[config.mk]
export PLATFORM = sky130hd
export DESIGN_NAME = shared_ram_arbiter
export DESIGN_NICKNAME = d
export VERILOG_FILES = /design/src/rtl/shared_ram_pkg.sv /design/src/rtl/shared_ram_arbiter.sv
export SDC_FILE = /design/constraint.sdc
export NUM_CORES = 1
export LEC_CHECK = 0
export BUFFER_PORTS_ARGS = -buffer_cell sky130_fd_sc_hd__buf_4
export CORE_ASPECT_RATIO = 0.9
export CORE_UTILIZATION = 35
export DETAILED_ROUTE_END_ITERATION = 7
export GPL_TIMING_DRIVEN = 1
export HOLD_SLACK_MARGIN = 0.12
export PLACE_DENSITY = 0.65
export SETUP_SLACK_MARGIN = 0.05
export SLEW_MARGIN = 15
export SYNTH_ARGS = -nofsm -noshare
export SYNTH_HDL_FRONTEND = slang
export SYNTH_SLANG_ARGS = --single-unit
[constraint.sdc]
create_clock -name clk -period 1.5 [get_ports clk]
set_input_delay 0.225 -clock clk [delete_from_list [all_inputs] [get_ports clk]]
set_output_delay 0.225 -clock clk [all_outputs]
set_load 0.005 [all_outputs]
[src/rtl/shared_ram_pkg.sv]
// Shared RAM arbiter types: FSM states and access owner encoding.
package shared_ram_pkg;

    typedef enum logic [1:0] {
        IDLE   = 2'd0,
        ACCESS = 2'd1,
        WAITQ  = 2'd2,
        DONE   = 2'd3
    } arb_state_t;

    typedef enum logic {
        OWN_M68K = 1'b0,
        OWN_Z80  = 1'b1
    } owner_t;

    localparam int ADDR_W_DEF  = 11;
    localparam int RAM_LAT_DEF = 1;

    // Terminal value of the 2-bit WAITQ counter for a given BRAM latency (1..3).
    function automatic logic [1:0] lat_last(input int lat);
        return 2'(lat - 1);
    endfunction

endpackage

[src/rtl/shared_ram_arbiter.sv]
// Shares one byte-wide BRAM port between the M68K (low lane, DTACK) and the Z80 (WAIT).
// Accesses are serialised through IDLE -> ACCESS -> WAITQ -> DONE; ties alternate.
module shared_ram_arbiter
    import shared_ram_pkg::*;
#(
    parameter int ADDR_W  = ADDR_W_DEF,
    parameter int RAM_LAT = RAM_LAT_DEF
) (
    input  logic              clk,
    input  logic              reset,
    input  logic              m68k_req,
    input  logic              m68k_rw,
    input  logic              m68k_lds_n,
    input  logic [ADDR_W-1:0] m68k_addr,
    input  logic [7:0]        m68k_din,
    output logic [15:0]       m68k_dout,
    output logic              m68k_dtack_n,
    input  logic              z80_req,
    input  logic              z80_wr,
    input  logic [ADDR_W-1:0] z80_addr,
    input  logic [7:0]        z80_din,
    output logic [7:0]        z80_dout,
    output logic              z80_wait_n,
    output logic [ADDR_W-1:0] ram_addr,
    output logic              ram_we,
    output logic [7:0]        ram_d,
    input  logic [7:0]        ram_q
);

    localparam logic [1:0] CNT_LAST = lat_last(RAM_LAT);

    arb_state_t        state_r;
    logic [1:0]        cnt_r;
    owner_t            owner_r;
    owner_t            last_grant_r;
    logic [ADDR_W-1:0] acc_addr_r;
    logic [7:0]        acc_data_r;
    logic              acc_we_r;
    logic              acc_rd_r;
    logic              m68k_served_r;
    logic              m68k_done_r;
    logic              m68k_dtack_n_r;
    logic [7:0]        m68k_byte_r;
    logic              z80_served_r;
    logic              z80_done_r;
    logic [7:0]        z80_dout_r;
    logic [ADDR_W-1:0] ram_addr_r;
    logic              ram_we_r;
    logic [7:0]        ram_d_r;

    logic              m68k_pend_s;
    logic              z80_pend_s;
    logic              grant_valid_s;
    owner_t            grant_s;
    logic [ADDR_W-1:0] cap_addr_s;
    logic [7:0]        cap_data_s;
    logic              cap_we_s;
    logic              cap_rd_s;

    assign m68k_pend_s = m68k_req & ~m68k_served_r;
    assign z80_pend_s  = z80_req & ~z80_served_r;

    // Pick the next owner: the single pending requester, or on a tie the one not granted last.
    always_comb begin
        grant_valid_s = 1'b0;
        grant_s       = OWN_M68K;
        if (m68k_pend_s && z80_pend_s) begin
            grant_valid_s = 1'b1;
            grant_s       = (last_grant_r == OWN_M68K) ? OWN_Z80 : OWN_M68K;
        end else if (m68k_pend_s) begin
            grant_valid_s = 1'b1;
            grant_s       = OWN_M68K;
        end else if (z80_pend_s) begin
            grant_valid_s = 1'b1;
            grant_s       = OWN_Z80;
        end else begin
            grant_valid_s = 1'b0;
            grant_s       = OWN_M68K;
        end
    end

    // Select the granted requester's address, data and direction for capture.
    // An M68K write with only the upper strobe completes without touching the RAM.
    always_comb begin
        cap_addr_s = m68k_addr;
        cap_data_s = m68k_din;
        cap_we_s   = 1'b0;
        cap_rd_s   = 1'b0;
        if (grant_s == OWN_Z80) begin
            cap_addr_s = z80_addr;
            cap_data_s = z80_din;
            cap_we_s   = z80_wr;
            cap_rd_s   = ~z80_wr;
        end else begin
            cap_addr_s = m68k_addr;
            cap_data_s = m68k_din;
            cap_we_s   = ~m68k_rw & ~m68k_lds_n;
            cap_rd_s   = m68k_rw;
        end
    end

    // Arbiter FSM with per-requester served/done bookkeeping and registered RAM/ack outputs.
    always_ff @(posedge clk) begin
        if (reset) begin
            state_r        <= IDLE;
            cnt_r          <= 2'd0;
            owner_r        <= OWN_M68K;
            last_grant_r   <= OWN_Z80;
            acc_addr_r     <= '0;
            acc_data_r     <= 8'h00;
            acc_we_r       <= 1'b0;
            acc_rd_r       <= 1'b0;
            m68k_served_r  <= 1'b0;
            m68k_done_r    <= 1'b0;
            m68k_dtack_n_r <= 1'b1;
            m68k_byte_r    <= 8'h00;
            z80_served_r   <= 1'b0;
            z80_done_r     <= 1'b0;
            z80_dout_r     <= 8'h00;
            ram_addr_r     <= '0;
            ram_we_r       <= 1'b0;
            ram_d_r        <= 8'h00;
        end else begin
            ram_we_r <= 1'b0;

            // A dropped request ends the bus cycle: forget service and release the ack.
            if (!m68k_req) begin
                m68k_served_r  <= 1'b0;
                m68k_done_r    <= 1'b0;
                m68k_dtack_n_r <= 1'b1;
            end
            if (!z80_req) begin
                z80_served_r <= 1'b0;
                z80_done_r   <= 1'b0;
            end

            case (state_r)
                IDLE: begin
                    if (grant_valid_s) begin
                        owner_r    <= grant_s;
                        acc_addr_r <= cap_addr_s;
                        acc_data_r <= cap_data_s;
                        acc_we_r   <= cap_we_s;
                        acc_rd_r   <= cap_rd_s;
                        state_r    <= ACCESS;
                    end else begin
                        state_r <= IDLE;
                    end
                end
                ACCESS: begin
                    ram_addr_r <= acc_addr_r;
                    ram_d_r    <= acc_data_r;
                    ram_we_r   <= acc_we_r;
                    cnt_r      <= 2'd0;
                    state_r    <= WAITQ;
                end
                WAITQ: begin
                    if (cnt_r == CNT_LAST) begin
                        state_r <= DONE;
                    end else begin
                        cnt_r <= cnt_r + 2'd1;
                    end
                end
                DONE: begin
                    last_grant_r <= owner_r;
                    state_r      <= IDLE;
                    if (owner_r == OWN_M68K) begin
                        if (acc_rd_r) begin
                            m68k_byte_r <= ram_q;
                        end
                        // A withdrawn request still completes but is not acknowledged.
                        if (m68k_req) begin
                            m68k_served_r  <= 1'b1;
                            m68k_done_r    <= 1'b1;
                            m68k_dtack_n_r <= 1'b0;
                        end
                    end else begin
                        if (acc_rd_r) begin
                            z80_dout_r <= ram_q;
                        end
                        if (z80_req) begin
                            z80_served_r <= 1'b1;
                            z80_done_r   <= 1'b1;
                        end
                    end
                end
                default: begin
                    state_r <= IDLE;
                end
            endcase
        end
    end

    assign m68k_dout    = {8'hff, m68k_byte_r};
    assign m68k_dtack_n = m68k_dtack_n_r;
    assign z80_dout     = z80_dout_r;
    // WAIT must react in the same cycle as the Z80 strobe, so it stays combinational.
    assign z80_wait_n   = reset | ~(z80_req & ~z80_done_r);
    assign ram_addr     = ram_addr_r;
    assign ram_we       = ram_we_r;
    assign ram_d        = ram_d_r;

endmodule

======== Word-level counts from Yosys, hierarchy flattened ========
Cells that the tools add are included.
cells by class
  add/sub/neg operators ................... 1
  equal/unequal tests ..................... 5
  multiplexer cells ....................... 31
  bitwise operators ....................... 14
  reductions and logical operators ........ 9
operator list
  cell                   number
  $mux W1                25
  $mux W11               1
  $not A1 Y1             9
  $mux W8                1
  $pmux W2 S4            1
  $reduce_and A3 Y1      2
  $and A1 B1 Y1          4
  $eq A2 B2 Y1 const B   2
  $logic_not A2 Y1       2
  $mux W2                2
  $ne A2 B2 Y1 const B   2
  $pmux W2 S2            1
  $reduce_and A2 Y1      2
  $add A2 B1 Y2 const B  1
  $eq A2 B1 Y1 const B   1
  $reduce_bool A2 Y1     1
  $reduce_or A2 Y1       1
  $logic_and A1 B1 Y1    1
  $or A1 B1 Y1           1
word-level totals
  register bits ........................... 67
  input bits .............................. 53
  output and inout bits ................... 46
  word-level logic and storage cells ...... 77

======== Depth between registers and ports, before layout ========
  depth in word-level cells ............... 7
  mapped depth ............................ 7
  gate-level depth less buffers ........... 6

======== Worst setup path before layout ========
Ideal clock, no wire load.
  kind .................................... register to register
  start ................................... register state_r[0]
  end ..................................... register state_r[0]
  setup time .............................. 0.146 ns
  arrival time ............................ 1.169 ns
  data required time ...................... 1.354 ns
  setup slack ............................. 0.185 ns
  stages on the path, launching flop included .. 8
  buffers on the path ..................... 2
  clock period less this slack ............ 1.315 ns
  cells stage by stage .................... dfxtp_1 > inv_1 > ha_1 > o21a_1 > buf_6 > buf_8 > a21oi_1 > a211oi_2
on the way
  longest elaborated chain between the ends .. 2
  elaborated cells on any way between the ends .. 6
  those cells by class .................... eq/ne: 4; mux: 1; reduce/logical: 1
ends and longest elaborated chain
  element                                             line                       RTL
  start, declared                                     shared_ram_arbiter.sv:32   arb_state_t state_r;
  start signal, assigned                              shared_ram_arbiter.sv:105  state_r <= IDLE;
  start signal, assigned                              shared_ram_arbiter.sv:145  state_r <= ACCESS;
  start signal, assigned                              shared_ram_arbiter.sv:147  state_r <= IDLE;
  $eq A2 B2 Y1 (tied with other cells)                shared_ram_arbiter.sv:137  case (state_r)
  $pmux W2 S4 / $ne A2 B2 Y1 (equally long branches)  n/a
Parallel ways exist; a longest one is shown, timed or not.
A chain may end at the register's enable or synchronous reset.

======== Worst setup path after layout ========
  start ................................... register state_r[1]
  end ..................................... register acc_data_r[5]
on the way
  longest elaborated chain between the ends .. 2
ends and longest elaborated chain
  element                             line                       RTL
  $logic_not A2 Y1                    shared_ram_arbiter.sv:137
  $reduce_and A2 Y1 (no source line)  n/a
  end signal, assigned                shared_ram_arbiter.sv:142  acc_data_r <= cap_data_s;
  end, declared                       shared_ram_arbiter.sv:37   logic [7:0] acc_data_r;
Every way passes these cells.

==> flow_summary.ini <==
[routing]
vias = 2349
wirelength_um = 6620
drt_iter0_markers = 47
post_drt_via_cell_ratio = 4.72
ant_nets = 0
post_drt_wl_per_cell_um = 13.3
firstDrtPassIters = 4
drc = 0

[critical_path]
crit_buf_inv = 2
crit_path_max_incr_delay_ps = 350
cp-end-kind = flip-flop
crit_type = flip-flop to flip-flop
worst-path-max-fanout = 15
crit_slowest_cell = dfxtp_1
reg2reg_from = state_r[1]
worstSetupStartpoint = state_r[1]
required_ps = 1740
cp_top_family = compound AO/OA/AOI/OAI gates
critPathLaunchType = flip-flop
arrival_ps = 1590
critical_path.cell_chain = inv_1, ha_2, o21a_4, buf_12, nor2_1, a311oi_1

[finish]
layout_commonest_cell = buf_4
diodes = 0
area_growth_pct = 35.5
drive_gt1_share_pct = 38.1
nNetsFinal = 456
fin_cells = 498
final_cell_mix = buf_4, dfxtp_1, nand2_1, nor2_1, mux2i_1
final_core_util_pct = 50.3

[logic_synthesis]
yosysSeqAreaShare_pct = 46.7
async_flop_share_pct = 0
netlist_instances = 305
synth-edff-count = 0
ys_ff_latch = 67
syn_area_per_cell_um2 = 9.41
ys.flop_type = dfxtp_1
yosysWarnings = 0
synth_area_um2 = 2870
synth_cell_types = 29

[sta]
timing.final.crit_share_pct = 89.7
fmax_mhz = 743
finalMaxSlewViolations = 0
setup_violations = 0
hold_viol = 0
hold-worst-slack_ps = 139
fin_skew_ps = 10.1
min_period_ps = 1350
setup_tns_ps = 0
rsz0062_at_grt = true

[clocking]
cts_inserted_buffers = 9
cts_tree = done
cts_sinks = 67
cts.clk_slew.worst_paths_ps = 70
max-clock-path-buffers = 2
clkLatencyLatePin_ps = 340
hold_buffers = 0
htreeDepth = 3
cts_root_buf = clkbuf_8

[power]
ir_worst_vdd_mv = 0.627
total_power_mw = 4.60
swShare_pct = 28.5
p_seq_share_pct = 45.0
p_switching_mw = 1.31
intPower_mw = 3.29
p_comb_share_pct = 24.3
leakage_nw = 1.71
powerDensity_nw_per_um2 = 1180
clock_power_share_pct = 30.7

[die]
die_area_um2 = 8570
die_x_um = 97.5
num_rows = 30
die_h_um = 87.9
ios = 99
core_um2 = 7730
start_util_pct = 37.1

[placement]
place_hpwl_um = 4640
gp_congestion = 0.803
dp.cells = 482
io_buffers = 90

[grt]
antenna_found_initial = 0
grt_max_degree = 35
grt_pass1_wl_um = 10500
grt_use_total_pct = 15.5
first_global_vias = 2258
gr-total-overflow = 0

[run_status]
outcome = finished clean

[worst_hold_path]
holdCritStartpoint = ram_q[0]
min_path_type = input pin to flip-flop

[run]
drv_cap = 0
[cells in the mapped netlist (all sizes together), types with 2 or more instances]
| cell | instances | area [µm²] |
|---|---|---|
| clkbuf | 4 | 15.0 |
| nor2b | 5 | 33.8 |
| a21oi | 13 | 65.1 |
| nand2 | 52 | 195 |
| ha | 5 | 62.6 |
| nor2 | 55 | 224 |
| a311oi | 20 | 282 |
| o21ai | 2 | 10.0 |
| a211oi | 2 | 25.0 |
| dfxtp | 67 | 1340 |
| inv | 7 | 26.3 |
| o21a | 3 | 22.5 |
| mux2i | 30 | 300 |
| nand3 | 9 | 45.0 |
| buf | 24 | 166 |
[repair_timing]
action,4_1_cts,5_1_grt
pin swaps,0,2
buffers inserted,0,0
gates cloned,0,1
endpoints found under the setup margin,10,24
resized for setup,3,6
[cells by family (layout without fill, tap and decap cells)]
| family | Yosys count | after routing | share of synthesized area [%] |
|---|---|---|---|
| AOI/OAI and AO/OA | 41 | 41 | 14.3 |
| other | 1 | 8 | 0.131 |
| muxes | 30 | 30 | 10.5 |
| DFF | 67 | 67 | 46.7 |
| and+or+nand+nor | 126 | 126 | 18.9 |
| adders and majority gates | 5 | 5 | 2.18 |
| buffers and inverters | 35 | 125 | 7.24 |
[power by group through the flow]
stage                     combinational (mW)  clock (mW)  sequential, mW
after floorplan                        0.747           0            2.08
after global placement                  1.04           0            2.10
after detailed placement                1.06           0            2.10
after CTS                               1.06        1.47            2.07
after global routing                    1.21        1.55            2.09
final                                   1.12        1.41            2.07
[final cells by class]
| cell class | instances | area (µm²) |
|---|---|---|
| clock buffer | 10 | 128 |
| fill | 747 | 3840 |
| clock inverter | 5 | 55.1 |
| inverter | 7 | 26.3 |
| sequential | 67 | 1340 |
| tap | 96 | 120 |
| multi-input combinational | 210 | 1380 |
| timing repair buffer | 103 | 841 |
[sequential cells by signal (all words and copies together), names as in the netlist, 2 cells and up]
signal	cells
acc_addr_r	11
ram_addr	11
acc_data_r	8
m68k_byte_r	8
ram_d	8
z80_dout	8
cnt_r	2
state_r	2
[worst register-to-register path: stages, from the launching register on]
cell and delay (ps):
dfxtp_1 350, inv_1 90, ha_2 190, o21a_4 190, buf_12 160, nor2_1 50, a311oi_1 230
[metrics by stage]
step / worst slack [ps] / area (µm²)
global placement: 94.2 / 3650
finish: 154 / 3890
global route: 20.7 / 3890
CTS: 72.4 / 3840
detailed placement: 32.4 / 3650
floorplan: 185 / 2900
[per-layer routing]
layer / GRT usage [%] / up-vias / part of all wire (%)
met5: 0 / - / 0
li1: - / 1197 / -
met1: 18.1 / 1089 / 45
met2: 27.1 / 53 / 51
met4: 7.22 / 0 / 1.1
met3: 3.75 / 10 / 3.6
[worst paths after layout]
kind,to,slack (ps),cells past startpoint
worst max register to register,acc_data_r[5],150,6
worst min-delay path,z80_dout[0],140,3
worst max-delay path,acc_data_r[5],150,6
worst min register to register,ram_we,460,2
Note: power is estimated with default switching activity, not from simulation.
